==> config.mk <==
export PLATFORM = sky130hd
export DESIGN_NAME = gpio_input_conditioner
export DESIGN_NICKNAME = d
export VERILOG_FILES = /design/src/rtl/gpio_input_conditioner.sv
export SDC_FILE = /design/constraint.sdc
export NUM_CORES = 1
export LEC_CHECK = 0
export BUFFER_PORTS_ARGS = -buffer_cell sky130_fd_sc_hd__buf_4
export CAP_MARGIN = 20
export CORE_UTILIZATION = 40
export CTS_CLUSTER_SIZE = 14
export DETAILED_ROUTE_END_ITERATION = 10
export PLACE_DENSITY = 0.6
export SETUP_SLACK_MARGIN = 0.5
export SYNTH_ARGS = -nofsm -noshare
export SYNTH_HDL_FRONTEND = slang
export SYNTH_HIERARCHICAL = 1
export SYNTH_SLANG_ARGS = --single-unit
==> constraint.sdc <==
create_clock -name clk -period 3.8 [get_ports clk]
set_clock_uncertainty 0.2 [all_clocks]
set_input_delay 0.38 -clock clk [delete_from_list [all_inputs] [get_ports clk]]
set_output_delay 0.38 -clock clk [all_outputs]
set_load 0.005 [all_outputs]
==> src/rtl/gpio_input_conditioner.sv <==
// Conditions raw pad inputs: per-channel synchroniser, counter debounce and
// one-cycle rise/fall pulses, plus a registered any-event flag.

module gpio_ch_cond #(
    parameter int SYNC_STAGES     = 2,
    parameter int DEBOUNCE_CYCLES = 16
) (
    input  logic clk,
    input  logic rst,
    input  logic en,
    input  logic pin,
    output logic level,
    output logic rise,
    output logic fall,
    output logic accept
);
    localparam int CW = $clog2(DEBOUNCE_CYCLES + 1);
    localparam logic [CW-1:0] LAST = CW'(DEBOUNCE_CYCLES - 1);

    logic [SYNC_STAGES-1:0] sync;
    logic [CW-1:0]          cnt;
    logic                   s;

    assign s = sync[SYNC_STAGES-1];
    // Combinational view of "level flips on this edge"; lets the top register
    // event_any in the same cycle the pulses appear.
    assign accept = en && (s != level) && (cnt == LAST);

    always_ff @(posedge clk) begin
        if (rst) begin
            sync  <= '0;
            level <= 1'b0;
            cnt   <= '0;
            rise  <= 1'b0;
            fall  <= 1'b0;
        end else begin
            sync <= {sync[SYNC_STAGES-2:0], pin};
            rise <= 1'b0;
            fall <= 1'b0;
            if (!en || (s == level)) begin
                cnt <= '0;
            end else if (cnt == LAST) begin
                level <= s;
                cnt   <= '0;
                rise  <= s;
                fall  <= ~s;
            end else begin
                cnt <= cnt + 1'b1;
            end
        end
    end
endmodule

module gpio_input_conditioner #(
    parameter int N_CH            = 8,
    parameter int SYNC_STAGES     = 2,
    parameter int DEBOUNCE_CYCLES = 16
) (
    input  logic            clk,
    input  logic            rst,
    input  logic            en,
    input  logic [N_CH-1:0] pin_in,
    output logic [N_CH-1:0] level_out,
    output logic [N_CH-1:0] rise_pulse,
    output logic [N_CH-1:0] fall_pulse,
    output logic            event_any
);
    generate
        if (SYNC_STAGES < 2) begin : g_bad_sync
            $error("SYNC_STAGES must be >= 2");
        end
        if (DEBOUNCE_CYCLES < 1) begin : g_bad_db
            $error("DEBOUNCE_CYCLES must be >= 1");
        end
    endgenerate

    logic [N_CH-1:0] accept;

    for (genvar i = 0; i < N_CH; i++) begin : g_ch
        gpio_ch_cond #(
            .SYNC_STAGES    (SYNC_STAGES),
            .DEBOUNCE_CYCLES(DEBOUNCE_CYCLES)
        ) u_ch (
            .clk   (clk),
            .rst   (rst),
            .en    (en),
            .pin   (pin_in[i]),
            .level (level_out[i]),
            .rise  (rise_pulse[i]),
            .fall  (fall_pulse[i]),
            .accept(accept[i])
        );
    end

    always_ff @(posedge clk) begin
        if (rst) event_any <= 1'b0;
        else     event_any <= |accept;
    end
endmodule

==> summary.md <==
| Metric | Value |
|---|---|
| Result of the run | `finished clean` |
| Highest cell delay on the worst timing path | `0.58 ns` |
| Nets | `349` |
| DR DRC count | `0` |
| ANT cells | `0` |
| Internal power contribution | `0.00123 W` |
| Measured slew at the worst slew-check pin | `0.506 ns` |
| Register bit total from synthesis | `81` |
| Initial Utilization | `41.8%` |
| Distinct cell type count after synthesis | `14` |
| Buffers inserted by post-CTS timing repair | `0` |
| Clk Tree Root Cell | `clkbuf_8` |
| Maximum number of pins on one net before global-route repair | `50` |
| Mapped Nets | `303` |
| Max Fclk | `527 MHz` |
| Total net switching power | `0.000305 W` |
| Mean post-synth cell area | `10.4 µm²` |
| Most frequent cells in the layout | `dfxtp_1, nor2_1, buf_4` |
| Worst slew slack as a fraction of its limit | `66.3%` |
| Clock buffers created by TritonCTS | `9` |
| Relative contribution of combinational cells to total power | `2.3%` |
| Path type of the worst min-delay path | `input pin to flop` |
| Later-pin clock latency in the skew report | `0.33 ns` |
| Design area | `3460 µm²` |
| Synthesized instance count | `276` |
| Critical Path Most Common Cell | `ha_1` |
| Sink count of the clock tree | `81` |
| Total number of vias | `1923` |
| Count of TritonRoute iterations in the first routing pass | `4` |
| First-pass GRT wire length | `7580 µm` |
| Wirelength, routed | `4420 µm` |
| Final worst setup slack | `1.90 ns` |
| Vias per std cell | `4.55` |
| Critical Path RT | `3.87 ns` |
| Clock tree from TritonCTS | `yes` |
| Maximum VDD drop | `0.275 mV` |
| Number of global-route vias before repair | `1747` |
| Filler cell count in the final layout | `652` |
| Global-route total usage across every layer | `13.2%` |
| Overflow after GRT | `0` |
| Type of element capturing the critical path | `flop` |
| Critical Setup Path Class | `flop to flop` |
| Critical-path cell with the highest stage delay | `or4b_4` |
| Fraction of layout instances using a drive strength above 1 | `17.4%` |
| CP arrival | `1.96 ns` |
| Crit start category | `flop` |
| Family of cells with the greatest summed delay on the critical path | `simple AND/OR/NAND/NOR gates` |
| Maximum clock insertion buffer count | `2` |
| Std cell rows | `30` |
| GPL Wtd Cong | `0.703` |
| Antenna-violating nets left | `0` |
| Endpoints failing setup | `0` |
| Highest fanout seen on the critical path | `5` |
| Ports | `36` |
| Count of synthesis-stage warnings from yosys | `6` |
| Number of endpoints with negative hold slack in the final report | `0` |
| Number of slew-limit violations in the final report | `0` |
| Total number of H-tree levels | `3` |
| Critical path buffers and inverters | `0` |
| Cell chain of the critical path | `ha_1 > and3_1 > ha_1 > or4b_4 > nor2_1` |
| Power density relative to cell area | `444 nW/µm²` |
| Detailed router's first-iteration violation count | `64` |
| Worst slack at placement | `1.91 ns` |
| Synthesis-to-finish area growth | `20.6%` |
| Full die area | `7520 µm²` |
| Multi-input logic area | `1190 µm²` |
| Total leakage power | `1.33 nW` |
| Number of port buffers | `35` |
| Share of power burned in the clock network | `41.5%` |
| Worst slack on hold paths | `0.0504 ns` |
| Most frequent standard cell in the layout excluding fill and tap cells | `dfxtp_1` |
| Part of the cycle the worst path needs | `49.9%` |
| Number of hold buffers added after cts | `0` |
| Setup TNS | `0 ns` |
| Initial antenna violation count | `0` |
| Clock input transition at the sequential cells of the worst setup and hold paths | `0.08 ns` |
| Core Footprint | `6870 µm²` |
| Placed cell area | `3250 µm²` |
| Proportion of total power due to net switching | `19.8%` |
| Worst R2R Setup Slack | `1.90 ns` |
| Sequential cell fraction of total power | `56.2%` |
| Sequential-to-total area share from yosys stat | `56.5%` |
| Post-layout minimum cycle time | `1.90 ns` |
| Combined flip-flop and latch cell area | `1620 µm²` |
| Half-perimeter wire length after detailed placement | `2910 µm` |
| Average wire length per cell after detail routing | `10.4 µm` |
| Number of violations of the max-capacitance limit | `0` |
| Floorplan die height | `86.7 µm` |
| Post_cts resized | `0` |
| Setup repair after global routing missed its margin | `no` |
| Area of the mapped netlist | `2870 µm²` |
| Horiz. Die Dim | `86.7 µm` |
[Yosys cell counts]
| master | instances | share of area (%) |
|---|---|---|
| nor2b_1 | 16 | 3.5 |
| or4b_4 | 8 | 3.8 |
| nor2_1 | 48 | 6.3 |
| nand2_1 | 16 | 2.1 |
| ha_1 | 16 | 7.0 |
| nand3_1 | 16 | 2.8 |
| xor2_1 | 8 | 2.4 |
| nor4_1 | 2 | 0.44 |
| inv_1 | 16 | 2.1 |
| nor4b_1 | 16 | 4.9 |
| and3_1 | 8 | 1.7 |
| xnor2_1 | 16 | 4.9 |
| a21oi_1 | 9 | 1.6 |
| dfxtp_1 | 81 | 56 |
[worst paths after layout]
| path | end | start | cells after the start |
|---|---|---|---|
| hold reg to reg | g_ch[5].u_ch/sync[1] | g_ch[5].u_ch/sync[0] | 1 |
| setup reg to reg | g_ch[4].u_ch/cnt[3] | g_ch[4].u_ch/cnt[0] | 5 |
| setup / recovery | g_ch[4].u_ch/cnt[3] | g_ch[4].u_ch/cnt[0] | 5 |
| hold / removal | g_ch[7].u_ch/sync[0] | pin_in[7] | 2 |
[layer usage]
layer,GRT usage (%),up-vias,wire length (µm)
met2,21.7,35,2030
met5,0,-,0
met3,4.29,8,158
met4,5.45,0,63
li1,-,1018,-
met1,15.9,862,2160
[power groups by stage]
stage | registers [W] | clock network [W] | logic (W)
2_1_floorplan | 0.000882 | 0 | 0.0000155
3_3_place_gp | 0.000883 | 0 | 0.0000359
3_5_place_dp | 0.000883 | 0 | 0.0000362
4_1_cts | 0.000863 | 0.000662 | 0.0000364
5_1_grt | 0.000865 | 0.000694 | 0.0000400
6_report | 0.000863 | 0.000639 | 0.0000356
[final cells by class]
class / instances / share of cell area, %
Inverter: 16 / 1.74
Clock buffer: 14 / 4.99
Sequential cell: 81 / 46.9
Multi-Input combinational cell: 179 / 34.3
Clock inverter: 2 / 1.01
Timing Repair Buffer: 35 / 7.59
Tap cell: 96 / 3.47
[through the flow]
step	std cells	power, W	utilization, %
6_report	423	0.00154	50.4
5_1_grt	423	0.00160	50.4
4_1_cts	423	0.00156	50.4
3_5_place_dp	407	0.000919	47.4
3_3_place_gp	407	0.000919	47.4
2_1_floorplan	276	0.000897	-
[flip-flops by register name (all words and copies together), names as in the netlist]
register / count
g_ch.u_ch/rise: 8
event_any: 1
g_ch.u_ch/sync: 16
g_ch.u_ch/fall: 8
g_ch.u_ch/cnt: 40
g_ch.u_ch/level: 8
[worst register-to-register path, delay by kind of cell, from the launching register on]
family                   cells  cell delay [ns]
AND/OR/NAND/NOR              3             0.90
adder cells (fa/ha/maj)      2             0.42
flip-flops                   1             0.32
[logic make-up (layout without fill, tap and decap cells)]
logic type / Yosys count / after routing / share of synthesized area, %
simple gates: 130 / 130 / 25.5
flops: 81 / 81 / 56.5
fa+ha+maj: 16 / 16 / 6.97
compound gates: 9 / 9 / 1.57
buf+inv: 16 / 67 / 2.09
xor+xnor: 24 / 24 / 7.32
Note: power is estimated with default switching activity, not from simulation.
